## src/rtl/wb_pkg.sv

```systemverilog
// Shared types and load-type constants for the writeback stage.
package wb_pkg;

    typedef enum logic [1:0] {
        IDLE      = 2'd0,
        WAIT_LOAD = 2'd1,
        WRITE     = 2'd2
    } state_e;

    localparam logic [2:0] F3_LB  = 3'd0;
    localparam logic [2:0] F3_LH  = 3'd1;
    localparam logic [2:0] F3_LW  = 3'd2;
    localparam logic [2:0] F3_LBU = 3'd4;
    localparam logic [2:0] F3_LHU = 3'd5;

    // A load only waits on the LSU when its type is known and its address is naturally aligned.
    function automatic logic loadLegal(input logic [2:0] funct3, input logic [1:0] addrLo);
        logic ok;
        case (funct3)
            F3_LB, F3_LBU: ok = 1'b1;
            F3_LH, F3_LHU: ok = ~addrLo[0];
            F3_LW:         ok = (addrLo == 2'b00);
            default:       ok = 1'b0;
        endcase
        return ok;
    endfunction

endpackage

```

## src/rtl/wb_stage_if.sv

```systemverilog
// Upstream retire handshake, LSU return path and register file write port of the writeback stage.
interface wb_stage_if #(
    parameter int ADDR_WIDTH = 5,
    parameter int DATA_WIDTH = 32
);
    logic                  in_valid;
    logic                  in_ready;
    logic [ADDR_WIDTH-1:0] in_rd;
    logic                  in_wen;
    logic                  in_is_load;
    logic [DATA_WIDTH-1:0] in_result;
    logic [2:0]            in_funct3;
    logic [1:0]            in_addr_lo;
    logic                  lsu_rvalid;
    logic [DATA_WIDTH-1:0] lsu_rdata;
    logic [ADDR_WIDTH-1:0] Rw;
    logic [DATA_WIDTH-1:0] busW;
    logic                  Regwr;
    logic                  commit;
    logic                  err;

    modport master (
        output in_valid, in_rd, in_wen, in_is_load, in_result, in_funct3, in_addr_lo,
        output lsu_rvalid, lsu_rdata,
        input  in_ready, Rw, busW, Regwr, commit, err
    );

    modport slave (
        input  in_valid, in_rd, in_wen, in_is_load, in_result, in_funct3, in_addr_lo,
        input  lsu_rvalid, lsu_rdata,
        output in_ready, Rw, busW, Regwr, commit, err
    );

endinterface

```

## src/rtl/load_extend.sv

```systemverilog
// Picks the addressed byte/half out of an aligned memory word and sign- or zero-extends it.
module load_extend
    import wb_pkg::*;
#(
    parameter int DATA_WIDTH = 32
) (
    input  logic [DATA_WIDTH-1:0] rdata,
    input  logic [2:0]            funct3,
    input  logic [1:0]            addr_lo,
    output logic [DATA_WIDTH-1:0] data
);

    logic [7:0]  byteVal;
    logic [15:0] halfVal;

    always_comb begin
        byteVal = rdata[{addr_lo, 3'b000} +: 8];
        halfVal = rdata[{addr_lo[1], 4'b0000} +: 16];
        case (funct3)
            F3_LB:   data = {{(DATA_WIDTH-8){byteVal[7]}}, byteVal};
            F3_LBU:  data = {{(DATA_WIDTH-8){1'b0}}, byteVal};
            F3_LH:   data = {{(DATA_WIDTH-16){halfVal[15]}}, halfVal};
            F3_LHU:  data = {{(DATA_WIDTH-16){1'b0}}, halfVal};
            default: data = rdata;
        endcase
    end

endmodule

```

## src/rtl/wb_stage.sv

```systemverilog
// Writeback stage: retires ALU results directly and waits (with a watchdog) for load data from the LSU.
module wb_stage
    import wb_pkg::*;
#(
    parameter int ADDR_WIDTH = 5,
    parameter int DATA_WIDTH = 32,
    parameter int TIMEOUT    = 255
) (
    input logic       clk,
    input logic       rst,
    wb_stage_if.slave bus
);

    localparam int CNT_WIDTH = $clog2(TIMEOUT + 1);

    state_e                state_q;
    logic [CNT_WIDTH-1:0]  cnt_q;
    logic [ADDR_WIDTH-1:0] rd_q;
    logic                  wen_q;
    logic [2:0]            funct3_q;
    logic [1:0]            addrLo_q;
    logic [ADDR_WIDTH-1:0] Rw_q;
    logic [DATA_WIDTH-1:0] busW_q;
    logic                  Regwr_q;
    logic                  commit_q;
    logic                  err_q;

    logic                  readyInt;
    logic                  accept;
    logic [DATA_WIDTH-1:0] loadData;

    assign readyInt = (state_q != WAIT_LOAD);
    assign accept   = bus.in_valid && readyInt;

    load_extend #(.DATA_WIDTH(DATA_WIDTH)) u_extend (
        .rdata  (bus.lsu_rdata),
        .funct3 (funct3_q),
        .addr_lo(addrLo_q),
        .data   (loadData)
    );

    // Write-port outputs are pulses; they default low and are raised only on the cycle a result retires.
    always_ff @(posedge clk) begin
        if (rst) begin
            state_q  <= IDLE;
            cnt_q    <= '0;
            rd_q     <= '0;
            wen_q    <= 1'b0;
            funct3_q <= '0;
            addrLo_q <= '0;
            Rw_q     <= '0;
            busW_q   <= '0;
            Regwr_q  <= 1'b0;
            commit_q <= 1'b0;
            err_q    <= 1'b0;
        end else begin
            Regwr_q  <= 1'b0;
            commit_q <= 1'b0;
            err_q    <= 1'b0;
            case (state_q)
                WAIT_LOAD: begin
                    cnt_q <= cnt_q + 1'b1;
                    if (bus.lsu_rvalid) begin
                        state_q  <= WRITE;
                        Rw_q     <= rd_q;
                        busW_q   <= loadData;
                        Regwr_q  <= wen_q && (rd_q != '0);
                        commit_q <= 1'b1;
                    end else if (cnt_q == CNT_WIDTH'(TIMEOUT - 1)) begin
                        state_q  <= WRITE;
                        Rw_q     <= rd_q;
                        commit_q <= 1'b1;
                        err_q    <= 1'b1;
                    end
                end
                default: begin
                    if (accept) begin
                        rd_q     <= bus.in_rd;
                        wen_q    <= bus.in_wen;
                        funct3_q <= bus.in_funct3;
                        addrLo_q <= bus.in_addr_lo;
                        if (!bus.in_is_load) begin
                            state_q  <= WRITE;
                            Rw_q     <= bus.in_rd;
                            busW_q   <= bus.in_result;
                            Regwr_q  <= bus.in_wen && (bus.in_rd != '0);
                            commit_q <= 1'b1;
                        end else if (!loadLegal(bus.in_funct3, bus.in_addr_lo)) begin
                            state_q  <= WRITE;
                            Rw_q     <= bus.in_rd;
                            commit_q <= 1'b1;
                            err_q    <= 1'b1;
                        end else begin
                            state_q <= WAIT_LOAD;
                            cnt_q   <= '0;
                        end
                    end else begin
                        state_q <= IDLE;
                    end
                end
            endcase
        end
    end

    assign bus.in_ready = readyInt;
    assign bus.Rw       = Rw_q;
    assign bus.busW     = busW_q;
    assign bus.Regwr    = Regwr_q;
    assign bus.commit   = commit_q;
    assign bus.err      = err_q;

endmodule

```

## src/flat_wrapper.sv

```systemverilog
// flat-port wrapper written by rule: the top's interface ports become plain ports
module wb_stage_flat import wb_pkg::*;
#(
    parameter int ADDR_WIDTH = 5,
    parameter int DATA_WIDTH = 32,
    parameter int TIMEOUT    = 255
)
  (clk, rst, bus_in_valid, bus_in_rd, bus_in_wen, bus_in_is_load, bus_in_result, bus_in_funct3, bus_in_addr_lo, bus_lsu_rvalid, bus_lsu_rdata, bus_in_ready, bus_Rw, bus_busW, bus_Regwr, bus_commit, bus_err);
  wb_stage_if #(.ADDR_WIDTH(ADDR_WIDTH), .DATA_WIDTH(DATA_WIDTH)) bus_i ();
  input logic clk;
  input logic rst;
  input wire logic [$bits(bus_i.in_valid)-1:0] bus_in_valid;
  input wire logic [$bits(bus_i.in_rd)-1:0] bus_in_rd;
  input wire logic [$bits(bus_i.in_wen)-1:0] bus_in_wen;
  input wire logic [$bits(bus_i.in_is_load)-1:0] bus_in_is_load;
  input wire logic [$bits(bus_i.in_result)-1:0] bus_in_result;
  input wire logic [$bits(bus_i.in_funct3)-1:0] bus_in_funct3;
  input wire logic [$bits(bus_i.in_addr_lo)-1:0] bus_in_addr_lo;
  input wire logic [$bits(bus_i.lsu_rvalid)-1:0] bus_lsu_rvalid;
  input wire logic [$bits(bus_i.lsu_rdata)-1:0] bus_lsu_rdata;
  output wire logic [$bits(bus_i.in_ready)-1:0] bus_in_ready;
  output wire logic [$bits(bus_i.Rw)-1:0] bus_Rw;
  output wire logic [$bits(bus_i.busW)-1:0] bus_busW;
  output wire logic [$bits(bus_i.Regwr)-1:0] bus_Regwr;
  output wire logic [$bits(bus_i.commit)-1:0] bus_commit;
  output wire logic [$bits(bus_i.err)-1:0] bus_err;
  assign bus_i.in_valid = bus_in_valid;
  assign bus_i.in_rd = bus_in_rd;
  assign bus_i.in_wen = bus_in_wen;
  assign bus_i.in_is_load = bus_in_is_load;
  assign bus_i.in_result = bus_in_result;
  assign bus_i.in_funct3 = bus_in_funct3;
  assign bus_i.in_addr_lo = bus_in_addr_lo;
  assign bus_i.lsu_rvalid = bus_lsu_rvalid;
  assign bus_i.lsu_rdata = bus_lsu_rdata;
  assign bus_in_ready = bus_i.in_ready;
  assign bus_Rw = bus_i.Rw;
  assign bus_busW = bus_i.busW;
  assign bus_Regwr = bus_i.Regwr;
  assign bus_commit = bus_i.commit;
  assign bus_err = bus_i.err;
  wb_stage #(.ADDR_WIDTH(ADDR_WIDTH), .DATA_WIDTH(DATA_WIDTH), .TIMEOUT(TIMEOUT)) u_core (.clk(clk), .rst(rst), .bus(bus_i));
endmodule
```

## config.mk

```make
export PLATFORM = sky130hd
export DESIGN_NAME = wb_stage_flat
export DESIGN_NICKNAME = d
export VERILOG_FILES = /design/src/rtl/wb_pkg.sv /design/src/rtl/wb_stage_if.sv /design/src/rtl/load_extend.sv /design/src/rtl/wb_stage.sv /design/src/flat_wrapper.sv
export SDC_FILE = /design/constraint.sdc
export NUM_CORES = 1
export LEC_CHECK = 0
export ABC_AREA = 1
export CORE_MARGIN = 2
export CORE_UTILIZATION = 30
export DETAILED_ROUTE_END_ITERATION = 16
export PLACE_DENSITY = 0.65
export SYNTH_ARGS = -nofsm -noshare
export SYNTH_HDL_FRONTEND = slang
export SYNTH_SLANG_ARGS = --single-unit
```

## constraint.sdc

```tcl
create_clock -name clk -period 1.5 [get_ports clk]
set_clock_uncertainty 0.2 [all_clocks]
set_input_delay 0.3 -clock clk [delete_from_list [all_inputs] [get_ports clk]]
set_output_delay 0.3 -clock clk [all_outputs]
set_load 0.05 [all_outputs]
```

**After elaboration in Yosys (flattened, before gate mapping)**

Cells that the tools add are included.

- Reduce and logical (&&, ||, !) cells: 17
- Equality and inequality tests: 14
- Bitwise gates (word level): 2
- $add $sub $neg: 1
- Shift operators: 2
- Mux-type cells: 40

Operators with widths:

| kind | count |
|---|---|
| 32-bit two-way mux | 4 |
| 32-bit one-hot mux with 4 select lines | 1 |
| 8-bit two-way mux | 4 |
| 32-bit by 6-bit variable part select with 16-bit output | 1 |
| 32-bit by 6-bit variable part select with 8-bit output | 1 |
| 5-bit two-way mux | 6 |
| 1-bit two-way mux | 18 |
| 3-bit == test (second input constant) | 4 |
| 2-bit two-way mux | 6 |
| 5-bit nonzero test | 2 |
| 3-bit AND reduction | 3 |
| 8-bit by 1-bit adder with 8-bit output (second input constant) | 1 |
| 8-bit == test (second input constant) | 1 |
| 3-bit by 1-bit == test with 1-bit output (second input constant) | 2 |
| 3-bit zero test | 2 |
| 2-bit nonzero test | 3 |
| 2-bit by 1-bit != test with 1-bit output (second input constant) | 2 |
| 2-bit OR reduction | 2 |
| 3-bit by 2-bit == test with 1-bit output (second input constant) | 1 |
| 1-bit logical AND | 3 |
| 3-bit by 2-bit != test with 1-bit output (second input constant) | 1 |
| 3-bit != test (second input constant) | 1 |
| 1-bit one-hot mux with 3 select lines | 1 |
| 2-bit by 1-bit == test with 1-bit output (second input constant) | 1 |
| 4 further kinds | 5 |

- Logic and storage cells: 87
- Bits in registers: 61

**Logic depth before layout (Yosys ltp)**

- Depth after elaboration: 11
- Gate-level depth with buffers: 10
- Mapped depth without buffers: 10

**Cells and area by module**

A second synthesis with hierarchy kept.

- Cell total of the unflattened synthesis: 616
- Area, all modules: 3777.4 µm²

By module, submodules not included:

| module | cells an instance | seq. area each (µm²) | area an instance (µm²) | instances |
|---|---|---|---|---|
| wb_stage | 447 | 1221.2 | 2905.3 | 1 |
| load_extend | 169 | 0.0 | 872.1 | 1 |

**Worst setup path after synthesis**

No wires, ideal clock.

- Kind: flip-flop to flip-flop
- From: reg u_core.state_q[1]
- To: reg u_core.cnt_q[0]
- Path buffers: 2
- Required time: 1.185 ns
- Stages on the path, launching flop included: 8
- Path slack: -0.330 ns
- Arrival time: 1.514 ns
- Cell sequence: dfxtp_1 > inv_2 > nand2_2 > buf_2 > buf_1 > a21oi_1 > o21ai_0 > inv_1

- Cells in the longest elaborated chain, start to end: 4
- Elaborated cells between the ends (all ways): 8
- Those cells by class: 2 x eq/ne; 1 x mux; 5 x reduce/logical

Ends and longest elaborated chain:

| item | line | text |
|---|---|---|
| start, declared | wb_stage.sv:16 | `state_e state_q;` |
| start signal, assigned | wb_stage.sv:45 | `state_q <= IDLE;` |
| start signal, assigned | wb_stage.sv:64 | `state_q <= WRITE;` |
| start signal, assigned | wb_stage.sv:70 | `state_q <= WRITE;` |
| 2-bit by 1-bit != test with 1-bit output | wb_stage.sv:32 | `assign readyInt = (state_q != WAIT_LOAD);` |
| via bus_in_ready | flat_wrapper.sv:21 | `output wire logic [$bits(bus_i.in_ready)-1:0] bus_in_ready;` |
| 1-bit logical AND | wb_stage.sv:33 | `assign accept = bus.in_valid && readyInt;` |
| 2-bit nonzero test (no line) | -- |  |
| 3-bit AND reduction (no line) | -- |  |
| end signal, assigned | wb_stage.sv:62 | `cnt_q <= cnt_q + 1'b1;` |
| end, declared | wb_stage.sv:17 | `logic [CNT_WIDTH-1:0] cnt_q;` |

The timed path passes the listed nets, and every way through them passes these cells.
A chain may end at the register's enable or synchronous reset.

**Final worst setup path**

- From: reg u_core.addrLo_q[1]
- To: reg u_core.busW_q[10] (netlist: u_core.bus.busW[10])

- Cells in the longest elaborated chain, start to end: 4
- Elaborated cells between the ends (all ways): 5
- Those cells by class: 2 x shift; 3 x mux

Ends and longest elaborated chain:

| item | line | text |
|---|---|---|
| start, declared | wb_stage.sv:21 | `logic [1:0] addrLo_q;` |
| start signal, assigned | wb_stage.sv:81 | `addrLo_q <= bus.in_addr_lo;` |
| 32-bit by 6-bit variable part select with 16-bit output / 32-bit by 6-bit variable part select with 8-bit output (equally long branches) | load_extend.sv:18, load_extend.sv:17 |  |
| 32-bit one-hot mux with 4 select lines (*) | load_extend.sv:19 | `case (funct3)` |
| 32-bit two-way mux (*) | wb_stage.sv:63 | `if (bus.lsu_rvalid) begin` |
| 32-bit two-way mux (*) | wb_stage.sv:60 | `case (state_q)` |
| end signal, assigned | wb_stage.sv:66 | `busW_q <= loadData;` |
| end signal, assigned | wb_stage.sv:85 | `busW_q <= bus.in_result;` |
| end, declared | wb_stage.sv:23 | `logic [DATA_WIDTH-1:0] busW_q;` |

Every way passes the cells marked *; elsewhere a longest branch is shown, timed or not. The select of a mux whose other input is x is not followed.

==> metrics.yaml <==
outcome: "complete, but fails checks"
violations: "setup timing"
power.switching_w: 0.00179
areaGrowthSynthToFinish_pct: 84.1
hpwl_um: 9060
crit_path_end_kind: "register"
synth_seq_area_share: 0.359
drt_iter0_markers: 220
cp_slowest_cell: "dfxtp_4"
slew_viol_final: 0
antenna_left: 0
path_cells: "buf_8 > nand2_4 > nand3_2 > nand2_2 > nand2_4 > clkbuf_16 > nand2_1 > nand2_1 > a21oi_1"
clkSinkCount: 61
power_w: 0.00578
synth_top_family_by_area: "simple AND/OR/NAND/NOR gates"
place_congestion: 0.863
cts_buffers: 9
die_y_um: 110
maxCapViolations: 0
synth_top_area_share: 0.359
antennaDiodeCount: 0
synth_edf_count: 0
swShare: 0.310
grt_max_degree: 48
via_per_inst: 5.01
synth-simple-area-share: 0.310
fp.dieArea_um2: 12200
start_util: 0.311
powerDensity_nw_per_um2: 924
hp-class: "input pin to register"
synth-seq-cells: 61
synthTopCellsByCount: "119 x nand2_1, 82 x a21oi_1, 61 x dfxtp_1"
yosysMostFrequentCell: "nand2_1"
syn-cell-area_um2: 3400
yosysTopAreaCell: "dfxtp_1"
max_stage_delay_ns: 0.36
ir_drop_mv: 0.529
grt_pass1_wl_um: 20100
nets: 779
async_reset_ff_frac: 0
antenna_found_initial: 1
synth_xor_area_frac: 0
syn-num-nets: 615
crit_path_max_fanout: 8
root_buffer: "clkbuf_16"
num_vias: 4221
io_buffer_count: 120
fin_crit_ns: 1.60
setup-violations-final: 37
power_frac_comb: 0.305
placed_cells: 818
grt.overflow.total: 0
rows: 38
p_int_w: 0.00399
ys.flop_type: "dfxtp_1"
required_ns: 1.56
die_w_um: 110
synth_compound_area_frac: 0.236
h-tree-depth: 3
p_seq_frac: 0.320
drive_gt1_frac: 0.293
wl_um: 12700
cp-start-kind: "register"
relSlewSlack: 0.779
finalCritPeriodShare: 1.06
setup_slack_ns: -0.0959
syn_inst: 533
ys_types: 26
cts_tree: "done"
grt_util_all_layers: 0.201
worstSkewPairLatency_ns: 0.33
hold_depth: 5
grt_pass1_vias: 4212
fmax_mhz: 627
tightest_slew_ns: 0.330
cts.path.max_buffers: 2
worstPathArrival_ns: 1.66
drc: 0
rr_worst_depth: 9
core-area_um2: 10900
path_class: "register to register"
rsz0062_at_grt: "true"
final_cells: 842
clockPowerShare: 0.375
wl_per_cell_um: 15.0
path_clk_slew_ns: 0.06
synth_area_leaders: "dfxtp_1 36%, nand2_1 13%, a21oi_1 12%"
synthAdderAreaFrac: 0.00737
drt_pass1_iterations: 4
hold_violations: 0
boundaryPins: 121
cellLeakagePower_nw: 2.69
pre_cts_ws_ns: -0.448
ff2ff_setup_slack_ns: -0.1
synth_mux_area_frac: 0
synth.avg_cell_area_um2: 6.37
yosysWarnings: 0
-- worst max-delay path: cells and delay by family (launching register included) --
kind / cells / cell delay, ns
buffers and inverters: 2 / 0.31
AND/OR/NAND/NOR: 6 / 0.50
AO/OA/AOI/OAI: 1 / 0.15
flip-flops: 1 / 0.36
-- layout make-up --
type / instances / area, um^2
repair buffers: 184 / 2250
multi-input cells: 399 / 2120
fillers: 980 / 4680
clock buffers: 11 / 253
clock inverters: 5 / 58.8
well taps: 140 / 175
flip-flops and latches: 61 / 1230
inverters: 42 / 165
-- state kept, by name, indices dropped and copies added, names as in the netlist --
name	count
u_core.bus.Rw	5
u_core.addrLo_q	2
u_core.funct3_q	3
u_core.bus.Regwr	1
u_core.bus.busW	32
u_core.rd_q	5
u_core.bus.commit	1
u_core.cnt_q	8
u_core.wen_q	1
u_core.bus.err	1
u_core.state_q	2
-- power groups by stage --
stage               registers, W  logic, W  clock network, W
floorplan                0.00211  0.000476                 0
global placement         0.00188   0.00158                 0
detailed placement       0.00188   0.00160                 0
CTS                      0.00185   0.00165           0.00220
global route             0.00186   0.00188           0.00228
finish                   0.00185   0.00176           0.00217
-- routing by layer --
metal | vias to the layer above | routed length (um) | global-route usage
met3 | 26 | 940 | 0.0620
li1 | 2104 | - | -
met2 | 169 | 6020 | 0.335
met1 | 1920 | 5440 | 0.248
met4 | 2 | 256 | 0.0617
met5 | - | 13 | 0
-- path summary, 6_finish.rpt --
| path | startpoint | endpoint |
|---|---|---|
| worst max register to register | u_core.addrLo_q[1] | u_core.bus.busW[10] |
| worst min register to register | u_core.rd_q[2] | u_core.rd_q[2] |
| worst max-delay path | u_core.addrLo_q[1] | u_core.bus.busW[10] |
| worst min-delay path | bus_lsu_rdata[31] | u_core.bus.busW[31] |
-- cells in the final DEF (no fill, tap or decap), types with 11 or more instances in the layout --
| cell | Yosys | layout |
|---|---|---|
| nor2_1 | 45 | 39 |
| nand2_1 | 119 | 100 |
| or2_2 | 18 | 18 |
| a21oi_2 | 0 | 14 |
| clkdlybuf4s50_1 | 0 | 76 |
| a21oi_1 | 82 | 68 |
| clkbuf_16 | 0 | 11 |
| inv_1 | 40 | 33 |
| nand2_2 | 1 | 11 |
| o21ai_1 | 32 | 42 |
| o21ai_0 | 31 | 21 |
| dfxtp_1 | 61 | 56 |
| buf_12 | 0 | 46 |
| buf_4 | 1 | 49 |
| nand3_1 | 43 | 36 |
-- cells by family after synthesis --
family / after synthesis
AND/OR/NAND/NOR: 243
flip-flops: 61
buffers and inverters: 73
AO/OA/AOI/OAI: 154
adder cells (fa/ha/maj): 2
-- timing repair --
action | in CTS | in global routing
resized for setup | 37 | 64
hold buffers | 0 | 0
pin swaps | 17 | 14
setup endpoints to repair | 43 | 61
cloned | 1 | 3
setup buffers | 2 | 2
-- per-stage QoR --
stage / setup TNS, ns / cell area (um^2) / util / hold WS [ns]
finish: -1.36 / 6250 / 0.572 / 0.247
global route: -5.32 / 6250 / 0.572 / 0.295
CTS: -1.39 / 5990 / 0.548 / 0.267
detailed placement: -21.40 / 5520 / 0.505 / 0.258
global placement: -20.23 / 5520 / 0.505 / 0.249
floorplan: 0 / 3400 / - / 0.169
Power figures use the tool's default switching activity.
